==> src/rtl/sensor_frame_streamer.sv <==
// Snapshots NUM_CH sensor channels on each DRDY_n falling edge and streams them as one NUM_CH-word frame; first word valid 3 edges after DRDY_n is sampled low.
// Words hold stable while OUT_READY is low; events arriving mid-frame are dropped and counted as overruns.
module sensor_frame_streamer #(
  parameter int NUM_CH = 13,
  parameter int CH_W   = 16,
  parameter int SEQ_W  = 8,
  parameter int OVR_W  = 8
) (
  input  logic                      CLK,
  input  logic                      RESET_N,
  input  logic [NUM_CH*CH_W-1:0]    CH_DATA,
  input  logic                      DRDY_n,
  input  logic                      MODE,
  input  logic                      TRIG,
  input  logic                      CLR_OVR,
  input  logic                      OUT_READY,
  output logic                      OUT_VALID,
  output logic [CH_W-1:0]           OUT_DATA,
  output logic [$clog2(NUM_CH)-1:0] OUT_CH,
  output logic                      OUT_SOF,
  output logic                      OUT_EOF,
  output logic [SEQ_W-1:0]          SEQ,
  output logic                      BUSY,
  output logic                      ARMED,
  output logic                      OVERRUN,
  output logic [OVR_W-1:0]          OVR_CNT
);

  localparam int IDX_W = $clog2(NUM_CH);
  localparam logic [IDX_W-1:0] LAST_IDX = IDX_W'(NUM_CH - 1);

  typedef enum logic {IDLE, SEND} state_t;

  state_t            state_q, state_d;
  logic              s1_q, s2_q, h_q;
  logic [IDX_W-1:0]  idx_q, idx_d;
  logic [SEQ_W-1:0]  seq_q, seq_d;
  logic              armed_q, armed_d;
  logic              ovr_q, ovr_d;
  logic [OVR_W-1:0]  ovr_cnt_q, ovr_cnt_d;
  logic [CH_W-1:0]   snap_q [NUM_CH];
  logic [CH_W-1:0]   snap_d [NUM_CH];
  logic              drdy_evt, cap, capture, drop;

  // DRDY_n is asynchronous: two sync stages, then a history flop for edge detection.
  always_ff @(posedge CLK or negedge RESET_N) begin
    if (!RESET_N) begin
      s1_q <= 1'b1;
      s2_q <= 1'b1;
      h_q  <= 1'b1;
    end else begin
      s1_q <= DRDY_n;
      s2_q <= s1_q;
      h_q  <= s2_q;
    end
  end

  always_comb begin
    drdy_evt  = h_q & ~s2_q;
    cap       = drdy_evt & (~MODE | armed_q);
    capture   = cap & (state_q == IDLE);
    drop      = cap & (state_q == SEND);
    state_d   = state_q;
    idx_d     = idx_q;
    seq_d     = seq_q;
    armed_d   = armed_q;
    ovr_d     = ovr_q;
    ovr_cnt_d = ovr_cnt_q;
    snap_d    = snap_q;

    case (state_q)
      IDLE: begin
        if (capture) begin
          state_d = SEND;
          idx_d   = '0;
          seq_d   = seq_q + SEQ_W'(1);
          for (int i = 0; i < NUM_CH; i++) begin
            snap_d[i] = CH_DATA[i*CH_W +: CH_W];
          end
        end
      end
      SEND: begin
        if (OUT_READY) begin
          if (idx_q == LAST_IDX) begin
            state_d = IDLE;
            idx_d   = '0;
          end else begin
            idx_d = idx_q + IDX_W'(1);
          end
        end
      end
      default: state_d = IDLE;
    endcase

    // A drop on the same edge as a clear leaves exactly that one drop recorded.
    if (CLR_OVR) begin
      ovr_d     = 1'b0;
      ovr_cnt_d = '0;
    end
    if (drop) begin
      ovr_d = 1'b1;
      if (CLR_OVR) begin
        ovr_cnt_d = OVR_W'(1);
      end else if (!(&ovr_cnt_q)) begin
        ovr_cnt_d = ovr_cnt_q + OVR_W'(1);
      end
    end

    // TRIG beats a simultaneous capture so back-to-back one-shots are possible.
    if (capture) armed_d = 1'b0;
    if (TRIG)    armed_d = 1'b1;
    if (!MODE)   armed_d = 1'b0;
  end

  always_ff @(posedge CLK or negedge RESET_N) begin
    if (!RESET_N) begin
      state_q   <= IDLE;
      idx_q     <= '0;
      seq_q     <= '0;
      armed_q   <= 1'b0;
      ovr_q     <= 1'b0;
      ovr_cnt_q <= '0;
      for (int i = 0; i < NUM_CH; i++) begin
        snap_q[i] <= '0;
      end
    end else begin
      state_q   <= state_d;
      idx_q     <= idx_d;
      seq_q     <= seq_d;
      armed_q   <= armed_d;
      ovr_q     <= ovr_d;
      ovr_cnt_q <= ovr_cnt_d;
      snap_q    <= snap_d;
    end
  end

  assign OUT_VALID = (state_q == SEND);
  assign BUSY      = (state_q == SEND);
  assign OUT_DATA  = OUT_VALID ? snap_q[idx_q] : '0;
  assign OUT_CH    = OUT_VALID ? idx_q : '0;
  assign OUT_SOF   = OUT_VALID && (idx_q == '0);
  assign OUT_EOF   = OUT_VALID && (idx_q == LAST_IDX);
  assign SEQ       = seq_q;
  assign ARMED     = armed_q;
  assign OVERRUN   = ovr_q;
  assign OVR_CNT   = ovr_cnt_q;

endmodule

==> config.mk <==
export PLATFORM = sky130hd
export DESIGN_NAME = sensor_frame_streamer
export DESIGN_NICKNAME = d
export VERILOG_FILES = /design/src/rtl/sensor_frame_streamer.sv
export SDC_FILE = /design/constraint.sdc
export NUM_CORES = 1
export LEC_CHECK = 0
export ABC_AREA = 1
export BUFFER_PORTS_ARGS = -buffer_cell sky130_fd_sc_hd__clkbuf_2
export CAP_MARGIN = 20
export CELL_PAD_IN_SITES_DETAIL_PLACEMENT = 0
export CELL_PAD_IN_SITES_GLOBAL_PLACEMENT = 1
export CORE_AREA = 2 2 175 177
export CTS_CLUSTER_DIAMETER = 50
export DETAILED_ROUTE_END_ITERATION = 7
export DIE_AREA = 0 0 177 179
export PLACE_DENSITY_LB_ADDON = 0.1
export SYNTH_ARGS = -nofsm -noshare
export SYNTH_HDL_FRONTEND = slang
export SYNTH_SLANG_ARGS = --single-unit
==> constraint.sdc <==
create_clock -name CLK -period 1.85 [get_ports CLK]
set_clock_uncertainty 0.1 [all_clocks]
set_input_delay 0.0925 -clock CLK [delete_from_list [all_inputs] [get_ports CLK]]
set_output_delay 0.0925 -clock CLK [all_outputs]
set_load 0.01 [all_outputs]
# --- Word level (Yosys, flattened, before mapping) ---
# Cells that the tools add are included.
word_totals:
  ff_bits: 234
  input_bits: 215
  out_inout_bits: 42
classes:
  add_sub_neg: 3
  n_lt_le_gt_ge: 1
  n_eq_ne: 4
  mux: 22
  bitwise_logic: 9
  reduce_logical: 7
ops:
  columns: ["cell", "n"]
  rows:
  - ["$bmux 16 s4", 1]
  - ["$mux 16", 3]
  - ["$mux 8", 4]
  - ["$add 8x1->8 const B", 2]
  - ["$mux 4", 4]
  - ["$mux 1", 8]
  - ["$pmux 4 s2", 1]
  - ["$reduce_and 8->1", 1]
  - ["$ge 5x5->1 const B", 1]
  - ["$not 4->5", 1]
  - ["$add 4x1->4 const B", 1]
  - ["$and 1x1->1", 4]
  - ["$eq 4x4->1 const B", 1]
  - ["$logic_not 4->1", 1]
  - ["$ne 2x2->1 const B", 2]
  - ["$reduce_and 2->1", 2]
  - ["$ne 3x1->1 const B", 1]
  - ["$not 1->1", 3]
  - ["$logic_and 1x1->1", 2]
  - ["$pmux 1 s2", 1]
  - ["$reduce_bool 2->1", 1]
  - ["$or 1x1->1", 1]

# --- Depth between registers and ports, before layout ---
# Gate-level depths: netlist of run 1.
depth:
  word_depth: 7
  mapped_depth: 10
  mapped_depth_nobuf: 8

# --- Worst setup path after synthesis of run 1 ---
# Ideal clock, no wire load.
synth_path:
  kind: "register to register"
  startpoint: "register ovr_cnt_q[0], in the netlist OVR_CNT[0]"
  endpoint: "register ovr_cnt_q[0], in the netlist OVR_CNT[0]"
  setup_ns: 0.113
  t_arrival_ns: 1.346
  setup_slack_ns: 0.291
  path_stages_with_launch: 9
  n_path_buf: 0
  synth_period_minus_slack_ns: 1.559
  cell_sequence: "dfrtp_1 > ha_1 > nand2_1 > nor2_1 > nand2_1 > o21ai_0 > nand2_1 > nand2_1 > inv_1"
synth_via:
  elab_chain_cells: 4
  elab_cells_between_ends: 6
  classes_between: "add/sub: 1; mux: 4; reduce/logical: 1"
synth_rtl:
  columns: ["element", "line_no", "text"]
  rows:
  - ["start: declaration", "40", "logic [OVR_W-1:0] ovr_cnt_q, ovr_cnt_d;"]
  - ["start signal: assignment", "132", "ovr_cnt_q <= ovr_cnt_d;"]
  - ["$add 8x1->8 (tied with other cells)", "105", "ovr_cnt_d = ovr_cnt_q + OVR_W'(1);"]
  - ["$mux 8", "104", "end else if (!(&ovr_cnt_q)) begin"]
  - ["$mux 8", "102", "if (CLR_OVR) begin"]
  - ["$mux 8 *", "100", "if (drop) begin"]
  - ["via ovr_cnt_d[0]", "40", null]
# Mark *: on every way through the listed nets, which the timed path passes. The rest lies on a longest branch.
# A chain may end at the register's enable or synchronous reset.

# --- Final worst setup path of run 1 ---
layout_path:
  startpoint: "register idx_q[0]"
  endpoint: "output port OUT_DATA[7]"
layout_via:
  elab_chain_cells: 5
layout_rtl:
  columns: ["element", "line_no", "text"]
  rows:
  - ["start: declaration", "36", "logic [IDX_W-1:0] idx_q, idx_d;"]
  - ["start signal: assignment", "128", "idx_q <= idx_d;"]
  - ["$not 4->5 (not written as such)", "139", "assign OUT_DATA = OUT_VALID ? snap_q[idx_q] : '0;"]
  - ["$bmux 16 s4", "139", null]
  - ["$mux 16 (not written as such) (2 in a row)", "139", null]
  - ["$mux 16", "139", null]
  - ["end: declaration", "18", "output logic [CH_W-1:0] OUT_DATA,"]
# Every way passes these cells. The select of a mux whose other input is x is not followed.

==> results of run 1 <==
[synthesized netlist by cell type (all sizes together)]
| cell | instances |
|---|---|
| a21oi | 6 |
| buf | 70 |
| clkbuf | 14 |
| clkinv | 1 |
| dfrtp | 231 |
| dfstp | 3 |
| ha | 4 |
| inv | 76 |
| nand2 | 823 |
| nand3 | 40 |
| nand4 | 7 |
| nor2 | 152 |
| nor3 | 4 |
| o211ai | 1 |
| o21ai | 114 |
| o22ai | 3 |
| o31ai | 1 |
| xnor2 | 6 |
| xor2 | 4 |
[final timing paths]
| path | endpoint |
|---|---|
| min in group CLK | s1_q |
| setup / recovery | OUT_DATA[7] |
| hold / removal | OVR_CNT[2] |
| max in group asynchronous | snap_q[76] |
| setup reg to reg | ARMED |
| hold reg to reg | s2_q |
[logic make-up after synthesis]
| family | synth area share |
|---|---|
| simple gates | 0.346 |
| flops | 0.512 |
| buf+inv | 0.0740 |
| compound gates | 0.0564 |
| xor+xnor | 0.00765 |
| fa+ha+maj | 0.00437 |
[metrics by stage]
step | utilization | total power, mW
3_3_place_gp | 0.443 | 16.4
4_1_cts | 0.562 | 24.3
5_1_grt | 0.568 | 26.5
6_report | 0.568 | 24.5
3_5_place_dp | 0.443 | 16.5
2_1_floorplan | - | 13.0
[report_power, final]
| part | switching (mW) | internal [mW] | leakage (nW) |
|---|---|---|---|
| Clock | 2.45 | 4.22 | 0.575 |
| Combinational | 5.83 | 4.32 | 5.59 |
| Sequential | 0.923 | 6.79 | 2.99 |
[cell type report]
class | count | area, um^2
Sequential cell | 234 | 5870
Clock buffer | 47 | 1030
Timing Repair Buffer | 532 | 4340
Tap cell | 396 | 495
Clock inverter | 17 | 161
Multi-Input combinational cell | 1165 | 4840
Antenna cell | 3 | 7.51
Fill cell | 2904 | 13000
Inverter | 77 | 304
[what timing repair did]
action	4_1_cts	5_1_grt
buffers inserted	2	3
pin swaps	1	9
hold endpoints to repair	460	0
resized for setup	40	48
gates cloned	3	1
endpoints found under the setup margin	21	23
hold buffers	214	0
[worst reg2reg max path, delay by kind of cell (launching register included)]
family	cells	cell delay, ns
AND/OR/NAND/NOR	3	0.31
buffers and inverters	2	0.62
AO/OA/AOI/OAI	1	0.15
flip-flops	1	0.51
[per-layer routing]
layer | part of all wire | GRT usage | vias up
met3 | 0.041 | 0.0356 | 55
met4 | 0.024 | 0.0671 | 0
met5 | 0 | 0 | -
li1 | - | - | 5774
met2 | 0.47 | 0.385 | 261
met1 | 0.46 | 0.322 | 5136
[flip-flops by register name, summed over array words and instances, names as in the netlist]
name / count
SEQ: 8
s2_q: 1
idx_q: 4
ARMED: 1
snap_q: 208
OVERRUN: 1
s1_q: 1
BUSY: 1
OVR_CNT: 8
h_q: 1
==> metrics, run 1 <==
global-route wire length before repair 58,400 um; Worst IR Drop VDD 0.000687 V; Yosys top cell area share 0.505; Synth Register Bits 234; CTS Buffer Depth 3; Chip Width 177 um; hold crit path type input port to asynchronous set/reset pin; Inst Count DP 2,181; GRT Util Overall 0.235; Syn Area/Cell 7.34 um^2; gp weighted congestion 0.789; DP Area 0.0133 mm^2; fraction of layout cells with a size suffix above 1 0.207; cell family with most CP delay flip-flops; pin slew with the least headroom to its limit 0.513 ns; clk_lat worst skew 0.50 ns; status finished with violations; critical path, cell by cell clkinv_4 -> buf_12 -> buf_12 -> nor2_1 -> o21ai_1 -> nand2_1 -> nand2_1 -> nand2_1 -> nand2_1 -> clkbuf_2; Setup Viol. Count Final 18; fin nets 2,265; Slew headroom 0.658; PortBufs 256; number of global-route vias before repair 11,100; slack of the critical path -0.423 ns; sequential fraction of the synthesis area 0.512; detailed placement HPWL 24,600 um; FP Rows 64; RSZ-0062 raised after global routing yes; RR Startpoint h_q; pin count of the biggest net entering global routing 74; routed via count 11,200; CTS Buf Count 36; Routed Antenna Nets 0; Worst path most repeated cell nand2_1; largest cells by area after synthesis dfrtp_1 50%, nand2_1 27%, nor2_1 4.9%, o21ai_0 3.5%, inv_1 2.3%; Setup Total Neg Slack -6.76 ns; final WL 37,100 um; Critical path origin idx_q[0]; Post-Syn Area 0.0114 mm^2; Worst path slowest cell dfrtp_4; fin crit share 1.23; WHS 0.00838 ns; IO Pins 257; Distinct cells, synth 31; CP peak stage delay 0.53 ns; worst-path maximum fanout 9; H-tree levels 2; maxcap violations 0; Place WS -0.0823 ns; Die ar. 0.0317 mm^2; Post-Syn Nets 1,779; Non-Filler Instances 2,471; commonest non-fill, non-tap cell in the layout nand2_1; Root Driver clkbuf_16; Die Ht 179 um; Final Hold Vio Count 0; flop2flop setup slack 0.03 ns; area delta synth->final 48.9%; Crit. End Element output port; Mapped Cells 1,560; Reg2Reg Depth 6; crit path DAT 2.08 ns; WL/cell 15.0 um; Slew Limit Fails 0; Startpoint Class register; drt via density 4.54; failing checks setup timing; initial antenna violation count 3; data required time at the worst endpoint 1.66 ns; design area 0.0171 mm^2; Pleak 9.15 nW; Fmax 440 MHz; cell area power density 1440 mW/mm^2; crit path time final 2.27 ns; Post-route DRC 0; Initial Util 0.381; most frequent cells in the layout 810 x nand2_1, 247 x clkbuf_2, 229 x dfrtp_1, 214 x dlygate4sd3_1, 141 x nor2_1; core area 0.0300 mm^2; drt first pass iters 7; # clock sinks 234; clk slew on worst S/H paths 0.05 ns; Synth area leader dfrtp_1; CTS tree yes; Synth Warn # 0; crit path kind register to output port; DRT iter0 DRCs 673; WP depth 10; Overflow after GRT 0; CP bufs+invs 4
No activity file was read; power rests on OpenSTA's default activity.
==> run 2: changes to the inputs <==
Settings changed: CORE_AREA 2 2 175 177 to 2 2 169 171, DIE_AREA 0 0 177 179 to 0 0 171 173.
Clock period 1.85 ns to 2.7 ns, I/O delays scaled along.
==> metrics, run 2 (same netlist as run 1, synthesis figures left out) <==
Post-CTS Setup Repair Bufs 0 (-2); Place WS 0.415 ns (+0.497 ns); pin count of the biggest net entering global routing 76 (+2.7%); fin nets 2,224 (-1.8%); initial antenna violation count 1 (-2); Post-route DRC 0 (unchanged); global-route wire length before repair 58,500 um (+0.21%); crit path DAT 2.31 ns (+0.23 ns); routed via count 11,200 (-0.15%); PortBufs 256 (unchanged); Startpoint Class register; Die ar. 0.0296 mm^2 (-6.6%); maxcap violations 0 (unchanged); fraction of layout cells with a size suffix above 1 0.176 (-0.0313); Slew Limit Fails 0 (unchanged); Pleak 8.85 nW (-3.3%); gp weighted congestion 0.837 (+6.1%); hold crit path type input port to register; Final Hold Vio Count 0 (unchanged); Initial Util 0.414 (+0.0331); FP Rows 61 (-4.7%); worst-path maximum fanout 30 (+21); Non-Filler Instances 2,410 (-2.5%); commonest non-fill, non-tap cell in the layout nand2_1; fin crit share 0.941; CTS Buffer Depth 3 (unchanged); Crit. End Element output port; pin slew with the least headroom to its limit 0.745 ns (+0.232 ns); Worst IR Drop VDD 0.000490 V (-29%); slack of the critical path 0.159 ns (+0.582 ns); status finished, final reports clean; # clock sinks 234 (unchanged); detailed placement HPWL 23,000 um (-6.6%); final WL 36,400 um (-1.9%); Setup Total Neg Slack 0 ns (+6.76 ns); WL/cell 15.1 um (+0.62%); RSZ-0062 raised after global routing no; DRT iter0 DRCs 837 (+24%); IO Pins 257 (unchanged); drt first pass iters 6 (-1); core area 0.0276 mm^2 (-8.0%); Die Ht 173 um (-3.4%); data required time at the worst endpoint 2.47 ns (+0.81 ns); Inst Count DP 2,129 (-2.4%); flop2flop setup slack 0.36 ns (+0.33 ns); Slew headroom 0.503 (-0.155); drt via density 4.65 (+2.4%); area delta synth->final 43.1%; crit path kind register to output port; GRT Util Overall 0.248 (+0.0132); CTS tree yes; Overflow after GRT 0 (unchanged); most frequent cells in the layout 823 x nand2_1, 255 x clkbuf_2, 227 x dfrtp_1, 215 x dlygate4sd3_1, 149 x nor2_1; final core utilization 0.593 (+0.0252); clk_lat worst skew 0.50 ns (about the same); max reg flops 208 (unchanged); clk slew on worst S/H paths 0.06 ns (about the same); H-tree levels 2 (unchanged); WHS 0.177 ns (+0.168 ns); Root Driver clkbuf_16; Routed Antenna Nets 0 (unchanged); Top reg by flops snap_q; crit path time final 2.54 ns; CTS Buf Count 36 (unchanged); Chip Width 171 um (-3.4%); number of global-route vias before repair 11,300 (+1.8%); Fmax 394 MHz; Setup Viol. Count Final 0 (-18); cell area power density 980 mW/mm^2 (-32%)
==> run 2: changes by cell type in the layout (fill, tap and decap cells not counted), sizes merged <==
cell	before	now
bufinv	2	5
inv	75	77
dlygate4sd3	214	215
bufbuf	1	0
diode	3	1
clkinvlp	6	5
clkinv	11	6
clkbuf	298	303
buf	66	21
==> run 2: report_power, final <==
part	leakage, nW	internal (mW)	switching [mW]
Clock	0.607	3.18	1.70
Combinational	5.26	2.16	3.75
Sequential	2.98	4.65	0.595
==> run 2: worst max-delay path, stage by stage, from the launching register on <==
cell and delay (ns):
dfrtp_4 0.52, buf_4 0.28, nor3_4 0.21, buf_4 0.26, nand2_1 0.08, nand2_1 0.08, nand2_1 0.07, nand2_1 0.15
clkbuf_2 0.16
==> run 2: cell type report <==
| class | instances | area, um^2 |
|---|---|---|
| diodes | 1 | 2.50 |
| clock buffers | 48 | 1040 |
| clock inverters | 16 | 229 |
| fillers | 2578 | 11200 |
| inverters | 77 | 304 |
| multi-input cells | 1165 | 4750 |
| flip-flops and latches | 234 | 5870 |
| well taps | 378 | 473 |
| repair buffers | 491 | 3720 |
==> run 2: worst paths after layout <==
| check | startpoint | to | depth (start not counted) |
|---|---|---|---|
| max | idx_q[0] | OUT_DATA[14] | 8 |
| min | DRDY_n | s1_q | 2 |
| max reg2reg | h_q | ARMED | 7 |
| min reg2reg | s1_q | s2_q | 0 |
| max in group asynchronous | RESET_N | snap_q[98] | 4 |
| min in group asynchronous | RESET_N | snap_q[63] | 3 |
==> run 2: repair_timing <==
| item | 4_1_cts | 5_1_grt |
|---|---|---|
| endpoints found under the setup margin | 2 | 9 |
| hold buffers | 216 | 0 |
| endpoints found under the hold margin | 455 | 0 |
| resized for setup | 2 | 5 |
==> run 2: metrics by stage <==
stage / cell area, um^2 / power [mW]
6_report: 16400 / 16.1
5_1_grt: 16400 / 17.2
4_1_cts: 16400 / 16.2
3_5_place_dp: 12900 / 11.0
3_3_place_gp: 12900 / 10.9
2_1_floorplan: 11400 / 8.92
==> run 2: metal layers <==
layer,track usage,vias up,share of wire
li1,-,5668,-
met1,0.335,5157,0.45
met2,0.410,312,0.47
met3,0.0327,72,0.046
met4,0.0833,0,0.030
met5,0,-,0
